--- src/rtl/dnn_pkg.sv ---
// Types and constants shared by the inference datapath and its result collector.
package dnn_pkg;
  localparam int SCORE_W   = 17;
  localparam int DNN_IN_W  = 8;
  localparam int DNN_HID_W = 16;

  // One classified sample. cls is 1 when score1 strictly beats score0.
  typedef struct packed {
    logic [SCORE_W-1:0] score0;
    logic [SCORE_W-1:0] score1;
    logic               cls;
    logic [SCORE_W:0]   margin;
  } dnn_result_t;

  typedef enum logic [1:0] {
    IDLE   = 2'd0,
    FILL   = 2'd1,
    STREAM = 2'd2
  } collector_state_e;
endpackage

--- src/rtl/dnn_result_fifo.sv ---
// Synchronous circular FIFO of classified results; wrap-bit pointers give full/empty.
module dnn_result_fifo
  import dnn_pkg::*;
#(
  parameter int DEPTH = 8
) (
  input  logic                   clk,
  input  logic                   rst_n,
  input  logic                   i_clear,
  input  logic                   i_push,
  input  dnn_result_t            i_wr_data,
  input  logic                   i_pop,
  output dnn_result_t            o_rd_data,
  output logic [$clog2(DEPTH):0] o_count,
  output logic                   o_full,
  output logic                   o_empty
);
  localparam int AW = $clog2(DEPTH);
  localparam logic [AW:0] PTR_ONE = 1;

  dnn_result_t r_mem [DEPTH];
  logic [AW:0] r_wr_ptr;
  logic [AW:0] r_rd_ptr;
  logic        w_push_ok;
  logic        w_pop_ok;

  assign o_empty   = (r_wr_ptr == r_rd_ptr);
  assign o_full    = (r_wr_ptr[AW] != r_rd_ptr[AW]) && (r_wr_ptr[AW-1:0] == r_rd_ptr[AW-1:0]);
  assign o_count   = r_wr_ptr - r_rd_ptr;
  assign w_pop_ok  = i_pop & ~o_empty;
  // A full FIFO still accepts a push when the head leaves on the same edge.
  assign w_push_ok = i_push & (~o_full | w_pop_ok);
  assign o_rd_data = o_empty ? '0 : r_mem[r_rd_ptr[AW-1:0]];

  always_ff @(posedge clk or negedge rst_n) begin
    if (!rst_n) begin
      r_wr_ptr <= '0;
      r_rd_ptr <= '0;
    end else if (i_clear) begin
      r_wr_ptr <= '0;
      r_rd_ptr <= '0;
    end else begin
      if (w_push_ok) r_wr_ptr <= r_wr_ptr + PTR_ONE;
      if (w_pop_ok)  r_rd_ptr <= r_rd_ptr + PTR_ONE;
    end
  end

  always_ff @(posedge clk) begin
    if (w_push_ok && !i_clear) r_mem[r_wr_ptr[AW-1:0]] <= i_wr_data;
  end
endmodule

--- src/rtl/dnn_result_collector.sv ---
// Collects out0/out1 score pairs, drops pipeline warm-up samples, classifies and
// queues them for the readout stage, and flags strobe mismatches and overflow.
module dnn_result_collector
  import dnn_pkg::*;
#(
  parameter int DEPTH   = 8,
  parameter int SKIP    = 2,
  parameter int SCORE_W = dnn_pkg::SCORE_W
) (
  input  logic                   clk,
  input  logic                   rst_n,
  input  logic [SCORE_W-1:0]     out0,
  input  logic [SCORE_W-1:0]     out1,
  input  logic                   out10_ready,
  input  logic                   out11_ready,
  input  logic                   clear,
  output logic                   res_valid,
  input  logic                   res_ready,
  output logic [SCORE_W-1:0]     res_score0,
  output logic [SCORE_W-1:0]     res_score1,
  output logic                   res_class,
  output logic [SCORE_W:0]       res_margin,
  output logic [$clog2(DEPTH):0] fifo_count,
  output logic                   overflow,
  output logic                   mismatch,
  output logic [7:0]             drop_count,
  output collector_state_e       dbg_state
);
  localparam logic [7:0] SKIP_L = 8'(SKIP);

  collector_state_e r_state;
  collector_state_e w_state_nxt;
  logic [7:0]       r_skip_cnt;
  logic [7:0]       w_skip_nxt;
  logic             w_sample_evt;
  logic             w_one_strobe;
  logic             w_no_strobe;
  logic             w_push_cand;
  logic             w_pop;
  logic             w_full;
  logic             w_empty;
  logic             w_ovf_evt;
  logic             w_mis_evt;
  logic [SCORE_W:0] w_diff;
  dnn_result_t      w_entry;
  dnn_result_t      w_head;

  assign w_sample_evt = out10_ready & out11_ready;
  assign w_one_strobe = out10_ready ^ out11_ready;
  assign w_no_strobe  = ~out10_ready & ~out11_ready;

  // State register
  always_ff @(posedge clk or negedge rst_n) begin
    if (!rst_n) begin
      r_state    <= IDLE;
      r_skip_cnt <= '0;
    end else begin
      r_state    <= w_state_nxt;
      r_skip_cnt <= w_skip_nxt;
    end
  end

  // Next state: every new burst re-skips SKIP samples while the datapath refills.
  always_comb begin
    w_state_nxt = r_state;
    w_skip_nxt  = r_skip_cnt;
    if (clear || w_no_strobe) begin
      w_state_nxt = IDLE;
      w_skip_nxt  = '0;
    end else if (w_sample_evt) begin
      case (r_state)
        IDLE: begin
          if (SKIP == 0) begin
            w_state_nxt = STREAM;
          end else begin
            w_skip_nxt  = 8'd1;
            w_state_nxt = (SKIP_L == 8'd1) ? STREAM : FILL;
          end
        end
        FILL: begin
          w_skip_nxt = r_skip_cnt + 8'd1;
          if (r_skip_cnt + 8'd1 == SKIP_L) w_state_nxt = STREAM;
        end
        default: w_state_nxt = r_state;
      endcase
    end
  end

  // Outputs of the state machine
  always_comb begin
    w_push_cand = 1'b0;
    if (!clear && w_sample_evt)
      w_push_cand = (r_state == STREAM) || ((r_state == IDLE) && (SKIP == 0));
  end

  assign dbg_state = r_state;

  assign w_diff          = {out1[SCORE_W-1], out1} - {out0[SCORE_W-1], out0};
  assign w_entry.score0  = out0;
  assign w_entry.score1  = out1;
  assign w_entry.cls     = ~w_diff[SCORE_W] & (w_diff != '0);
  assign w_entry.margin  = w_diff[SCORE_W] ? -w_diff : w_diff;

  // Readout handshake: the head is transferred on a rising edge where res_valid
  // and res_ready are both high; the head stays stable while res_valid & ~res_ready.
  assign w_pop = res_valid & res_ready;

  dnn_result_fifo #(.DEPTH(DEPTH)) u_fifo (
    .clk       (clk),
    .rst_n     (rst_n),
    .i_clear   (clear),
    .i_push    (w_push_cand),
    .i_wr_data (w_entry),
    .i_pop     (w_pop),
    .o_rd_data (w_head),
    .o_count   (fifo_count),
    .o_full    (w_full),
    .o_empty   (w_empty)
  );

  assign res_valid  = ~w_empty;
  assign res_score0 = w_head.score0;
  assign res_score1 = w_head.score1;
  assign res_class  = w_head.cls;
  assign res_margin = w_head.margin;

  assign w_ovf_evt = w_push_cand & w_full & ~w_pop;
  assign w_mis_evt = ~clear & w_one_strobe;

  always_ff @(posedge clk or negedge rst_n) begin
    if (!rst_n) begin
      overflow   <= 1'b0;
      mismatch   <= 1'b0;
      drop_count <= '0;
    end else if (clear) begin
      overflow   <= 1'b0;
      mismatch   <= 1'b0;
      drop_count <= '0;
    end else begin
      if (w_ovf_evt) overflow <= 1'b1;
      if (w_mis_evt) mismatch <= 1'b1;
      if ((w_ovf_evt || w_mis_evt) && drop_count != 8'hFF) drop_count <= drop_count + 8'd1;
    end
  end
endmodule

--- config.mk ---
export PLATFORM = sky130hd
export DESIGN_NAME = dnn_result_collector
export DESIGN_NICKNAME = d
export VERILOG_FILES = /design/src/rtl/dnn_pkg.sv /design/src/rtl/dnn_result_fifo.sv /design/src/rtl/dnn_result_collector.sv
export SDC_FILE = /design/constraint.sdc
export NUM_CORES = 1
export LEC_CHECK = 0
export CORE_MARGIN = 3
export CORE_UTILIZATION = 62
export CTS_CLUSTER_DIAMETER = 200
export CTS_CLUSTER_SIZE = 12
export DETAILED_ROUTE_END_ITERATION = 8
export GPL_TIMING_DRIVEN = 0
export PLACE_DENSITY = 0.82
export SKIP_LAST_GASP = 1
export SLEW_MARGIN = 20
export SYNTH_ARGS = -nofsm -noshare
export SYNTH_HDL_FRONTEND = slang
export SYNTH_SLANG_ARGS = --single-unit
--- constraint.sdc ---
create_clock -name clk -period 20.6 [get_ports clk]
set_clock_uncertainty 0.1 [all_clocks]
set_input_delay 4.12 -clock clk [delete_from_list [all_inputs] [get_ports clk]]
set_output_delay 4.12 -clock clk [all_outputs]
set_load 0.02 [all_outputs]
==> results of run 1 <==
-- power by group --
| part | internal [mW] | switching [mW] | leakage (nW) |
|---|---|---|---|
| logic | 0.0389 | 0.0803 | 2.58 |
| registers | 1.03 | 0.00140 | 4.20 |
| clock network | 0.400 | 0.304 | 0.577 |
-- synth_stat cells (8+ instances only) --
master,number
mux4_2,106
o21ai_0,28
inv_1,39
a21oi_1,74
xor2_1,11
clkbuf_1,28
dfrtp_1,28
nor2_1,43
nor3_1,15
ha_1,28
or3_1,8
nand3_1,13
xnor2_1,28
buf_1,17
nand2_1,131
edfxtp_1,424
-- area by class of cell --
cell class | count | area, um2 | share of cell area, %
clock buffer | 52 | 1150 | 5.19
multi-input combinational | 576 | 5230 | 23.5
tap | 390 | 488 | 2.20
sequential | 452 | 13400 | 60.5
clock inverter | 1 | 30.0 | 0.135
timing repair buffer | 158 | 1520 | 6.86
inverter | 40 | 150 | 0.676
buffer | 49 | 204 | 0.918
-- layer usage --
layer	part of all wire, %	global-route usage [%]	vias up
met2	49	42.6	631
met5	0	0	-
met3	9.0	4.79	101
li1	-	-	4754
met1	38	36.8	5571
met4	3.4	9.89	0
-- metrics by stage --
step                      std cells  setup slack [ns]  utilization [%]  hold WS, ns  total power, mW
final                          1718             10.78             74.3        0.400             1.86
after CTS                      1718             10.85             74.3        0.402             1.86
after global placement         1616              7.55             68.8        0.382             1.16
after detailed placement       1665             11.49             70.4        0.387             1.17
after global routing           1718             10.51             74.3        0.441             1.91
after floorplan                1117             11.47                -        0.373             1.12
-- kinds of logic after synthesis --
logic type	count (synthesis)	share of synthesized area, %
muxes	109	12.7
xor gates and xnor gates	39	1.80
DFF	452	70.8
AOI/OAI and AO/OA	150	4.81
buffers and inverters	89	1.87
adders and majority gates	30	2.06
and+or+nand+nor	248	5.90
-- how the worst max path moves through the flow --
stage                                     to  cells after the start
3_5_place_dp                  res_score0[11]                     10
4_1_cts                       res_score0[11]                     10
3_3_place_gp   u_fifo.r_mem[1][25]$_DFFE_PP_                      6
6_report                      res_score0[11]                     10
5_1_grt                       res_score0[11]                     10
2_1_floorplan   u_fifo.r_mem[5][0]$_DFFE_PP_                      6
-- critical path, delay by kind of cell, from the launching register on --
kind | cells | cell delay (ns)
DFF | 1 | 0.41
buffers and inverters | 7 | 3.89
adders and majority gates | 1 | 0.36
and+or+nand+nor | 1 | 0.20
AOI/OAI and AO/OA | 1 | 0.18
-- flip-flops by register name (all words and copies together), names as in the netlist --
register / cells
u_fifo.r_rd_ptr: 4
r_skip_cnt: 8
u_fifo.r_wr_ptr: 4
mismatch: 1
overflow: 1
u_fifo.r_mem: 424
drop_count: 8
dbg_state: 2
==> flow_summary.json, run 1 <==
{
  "outcome": "finished, final reports clean",
  "ys_types": 65,
  "timing.rr.start": "u_fifo.r_rd_ptr[1]$_DFFE_PN0P_",
  "fin_setup_tns_ns": 0,
  "power_density_mw_per_mm2": 83.6,
  "synth_top_area_cell": "edfxtp_1",
  "holdPathStages": 2,
  "finalHoldViolCount": 0,
  "clk_latency_ns": 0.54,
  "layout_min_cycle_time_ns": 9.82,
  "cts_resized": 0,
  "postCtsSetupRepairBufs": 0,
  "vias_per_cell": 6.44,
  "htreeDepth": 2,
  "wire_per_inst_um": 24.9,
  "maxCapViolations": 0,
  "num_io_pins": 110,
  "grt_max_degree": 29,
  "holdPathEnd": "mismatch$_DFFE_PN0P_",
  "n_antenna_cell": 0,
  "cts.sinks": 452,
  "syn_nets": 1187,
  "rsz0062_at_grt": "no",
  "r2r_slack_ns": 15.03,
  "port_buffers": 109,
  "critPathMaxFanout": 10,
  "grt_pass1_vias": 11400,
  "nets": 1390,
  "wirelength_um": 42800,
  "fmax_mhz": 102,
  "max_slew_margin_pct": 34.5,
  "post_dp_cell_area_mm2": 0.0210,
  "synth_cells": 1117,
  "layout_common_cells": "424 x edfxtp_1, 131 x nand2_1, 108 x clkdlybuf4s50_1",
  "ff2ff_path_depth": 15,
  "grt.overflow.total": 0,
  "finalSetupViolCount": 0,
  "cts.reportedPaths.clkPinSlew_ns": 0.07,
  "drtIter0Drc": 1369,
  "ant_nets": 0,
  "drive_gt1_share_pct": 17.0,
  "cp_common_cell": "clkbuf_1",
  "clock-root-buffer": "clkbuf_16",
  "die_y_um": 181,
  "start_kind": "flop",
  "die_width_um": 181,
  "start_util_pct": 63.5,
  "startpoint": "u_fifo.r_rd_ptr[1]$_DFFE_PN0P_",
  "stdcell_area_mm2": 0.0222,
  "syn_area_per_cell_um2": 17.0,
  "required_ns": 16.38,
  "dr.pass1.iters": 6,
  "synth_top_area_share_pct": 67.1,
  "synthArstFlopShare_pct": 6.19,
  "gp_congestion": 0.889,
  "final_max_slew_viol_count": 0,
  "rr_endpoint": "u_fifo.r_mem[6][21]$_DFFE_PP_",
  "synth.area.top_cells": "edfxtp_1 67%, mux4_2 13%, dfrtp_1 3.7%",
  "p_leak_nw": 7.35,
  "end_kind": "output port",
  "crit_chain": "clkbuf_1 > clkbuf_1 > clkbuf_1 > inv_1 > ha_1 > and4_1 > clkbuf_1 > clkbuf_1 > a21oi_1 > clkdlybuf4s50_1",
  "slowest_stage": "clkbuf_1",
  "peakVddDrop_v": 0.0000771,
  "postCtsHoldBufs": 0,
  "syn2layout_area_growth_pct": 17.1,
  "final_common_cell": "edfxtp_1",
  "hold_start": "mismatch$_DFFE_PN0P_",
  "yosys_warnings": 0,
  "num_rows": 63,
  "cts_tree": "done",
  "period_share_pct": 47.7,
  "hold_class": "reg -> reg",
  "drcViolationCount": 0,
  "crit_type": "reg -> out",
  "fill_cells": 1719,
  "clock_path_buffers": 3,
  "ys_seq_area_share_pct": 70.8,
  "grt_pass1_wl_um": 65900,
  "dp_hpwl_um": 28500,
  "globalRouteTotalUtil_pct": 26.4,
  "tightestPinTransition_ns": 0.982,
  "synthesis.area_mm2": 0.0190,
  "vias": 11100,
  "antenna_found_initial": 0,
  "cts_buffers": 43,
  "worstPathArrival_ns": 5.60,
  "ys_seq_elements": 452,
  "max_stage_delay_ns": 0.68,
  "fp.dieArea_mm2": 0.0327,
  "synth_top_flop_cell": "edfxtp_1",
  "synth-edff-count": 424,
  "core_mm2": 0.0299
}
Power figures use the tool's default switching activity.
==> inputs of run 2 (changes only) <==
Settings changed: CORE_UTILIZATION 62 to 60, PLACE_DENSITY 0.82 to 0.8.
Clock period 20.6 ns to 9.29 ns, I/O delays scaled along.
==> run 2 against run 1 <==
Sequential share of layout area is 0.12 points lower. Combinational power is 120% higher. Die area rose by 3.2%. First-iteration DRC count is 20% lower. Final cell count up 0.35%. Power is 120% higher. Global-route usage shrank 0.43 points. Critical path depth did not move.
==> flow_summary.json, run 2 (synthesized netlist as in run 1, its figures left out) <==
{
  "layout_common_cells": "424 x edfxtp_1, 131 x nand2_1, 108 x clkdlybuf4s50_1",
  "fmax_mhz": 133,
  "grt_max_degree": 29,
  "num_io_pins": 110,
  "num_rows": 64,
  "fp.dieArea_mm2": 0.0338,
  "postCtsSetupRepairBufs": 0,
  "hold_class": "reg -> reg",
  "crit_type": "reg -> out",
  "p_clk_share_pct": 38.1,
  "dp.cells": 1669,
  "clock-root-buffer": "clkbuf_16",
  "cts.reportedPaths.clkPinSlew_ns": 0.06,
  "grt.overflow.total": 0,
  "stdcell_count": 1724,
  "final_max_slew_viol_count": 0,
  "switchingPower_mw": 0.859,
  "post_dp_cell_area_mm2": 0.0211,
  "globalRouteTotalUtil_pct": 26.0,
  "tightestPinTransition_ns": 0.996,
  "drcViolationCount": 0,
  "cts_tree": "done",
  "max_slew_margin_pct": 33.6,
  "pre_cts_ws_ns": 2.40,
  "ant_nets": 0,
  "htreeDepth": 2,
  "met3_usage_pct": 3.98,
  "p_leak_nw": 7.37,
  "gp_congestion": 0.865,
  "core_mm2": 0.0309,
  "p_seq_share_pct": 55.5,
  "start_util_pct": 61.4,
  "stdcell_area_mm2": 0.0223,
  "start_kind": "flop",
  "end_kind": "output port",
  "power_density_mw_per_mm2": 185,
  "drive_gt1_share_pct": 16.9,
  "vias_per_cell": 6.39,
  "use_met2_pct": 42.9,
  "fin_setup_tns_ns": 0,
  "drtIter0Drc": 1099,
  "grt_pass1_wl_um": 66200,
  "power.internal_mw": 3.26,
  "clk_latency_ns": 0.54,
  "grt_use_met1_pct": 37.0,
  "dp_hpwl_um": 28500,
  "antenna_found_initial": 0,
  "rsz0062_at_grt": "no",
  "cp_common_cell": "clkbuf_1",
  "postCtsHoldBufs": 0,
  "top_usage_layer": "met2",
  "cts_resized": 0,
  "die_width_um": 184,
  "final_common_cell": "edfxtp_1",
  "maxCapViolations": 0,
  "clock_path_buffers": 3,
  "combinationalPowerShare_pct": 6.4,
  "vias": 11000,
  "layout_min_cycle_time_ns": 7.51,
  "finalSetupViolCount": 0,
  "outcome": "finished, final reports clean",
  "fill_cells": 1866,
  "required_ns": 7.33,
  "slowest_stage": "clkbuf_1",
  "nets": 1388,
  "grt_pass1_vias": 11200,
  "setup_ws_ns": 1.78,
  "crit_chain": "clkbuf_1 > clkbuf_1 > clkbuf_1 > inv_1 > ha_1 > and4_1 > clkbuf_1 > clkbuf_1 > a21oi_1 > clkdlybuf4s50_1",
  "wirelength_um": 42800,
  "dr.pass1.iters": 5,
  "worstPathArrival_ns": 5.55,
  "syn2layout_area_growth_pct": 17.3,
  "largest_reg_flops": 424,
  "peakVddDrop_v": 0.000148,
  "sw_frac_of_total_pct": 20.8,
  "period_share_pct": 80.8,
  "cts_buffers": 43,
  "final_core_util_pct": 72.0,
  "port_buffers": 109,
  "holdPathStages": 1,
  "cts.sinks": 452,
  "finalHoldViolCount": 0,
  "die_y_um": 184,
  "ff2ff_path_depth": 14,
  "critPathMaxFanout": 10,
  "max_stage_delay_ns": 0.72,
  "n_antenna_cell": 0,
  "wire_per_inst_um": 24.8
}
==> run 2: cell count changes in the layout (fill, tap and decap cells not counted), sizes merged <==
cell,before,now
clkbuf,80,83
buf,71,68
==> run 2: final cells by class <==
cell class	count	area (um2)	area share (%)
Buffer	49	205	0.922
Clock buffer	54	1160	5.21
Clock inverter	1	30.0	0.135
Inverter	40	150	0.675
Multi-Input combinational cell	576	5230	23.5
Sequential cell	452	13400	60.4
Tap cell	396	495	2.23
Timing Repair Buffer	156	1550	6.97
==> run 2: per-layer routing <==
layer	vias to the layer above	wire, um
li1	4752	-
met1	5603	16800
met2	580	21400
met3	77	3470
met4	0	1070
met5	-	0
==> run 2: final timing paths <==
| check | start | end | slack, ns |
|---|---|---|---|
| worst max-delay path | u_fifo.r_rd_ptr[1]$_DFFE_PN0P_ | res_score1[13] | 1.78 |
| min in group asynchronous | rst_n | r_skip_cnt[3]$_DFFE_PN0P_ | 1.24 |
| worst max register to register | u_fifo.r_rd_ptr[1]$_DFFE_PN0P_ | u_fifo.r_mem[4][20]$_DFFE_PP_ | 3.70 |
| worst min register to register | overflow$_DFFE_PN0P_ | overflow$_DFFE_PN0P_ | 0.39 |
| max in group asynchronous | rst_n | overflow$_DFFE_PN0P_ | 7.43 |
| worst min-delay path | overflow$_DFFE_PN0P_ | overflow$_DFFE_PN0P_ | 0.39 |
==> run 2: critical path, delay by kind of cell (launching register included) <==
kind	cells	cell delay, ns
buffers and inverters	7	3.86
DFF	1	0.41
adders and majority gates	1	0.35
AOI/OAI and AO/OA	1	0.20
and+or+nand+nor	1	0.19
==> run 2: metrics by stage <==
step | hold WS (ns) | total power, mW
final | 0.389 | 4.12
after global routing | 0.402 | 4.24
after CTS | 0.394 | 4.14
after detailed placement | 0.380 | 2.59
after global placement | 0.378 | 2.58
after floorplan | 0.373 | 2.49
==> run 2: power groups by stage <==
stage,sequential [mW],combinational [mW],clock (mW)
finish,2.29,0.264,1.57
floorplan,2.33,0.152,0
global placement,2.33,0.247,0
CTS,2.29,0.260,1.59
global route,2.29,0.287,1.66
detailed placement,2.33,0.259,0
==> inputs of run 3 (changes only) <==
Clock period 9.29 ns to 7.9 ns, I/O delays scaled along.
==> results of run 3 <==
The final DEF is identical to that of run 2. Status: finished, final reports clean.
Among the figures that moved: setup slack after placement 2.40 ns -> 1.28 ns; setup slack after layout 1.78 ns -> 0.669 ns; register-to-register setup slack 3.70 ns -> 2.31 ns; total power 4.12 mW -> 4.85 mW; worst IR drop on VDD 0.000148 V -> 0.000174 V
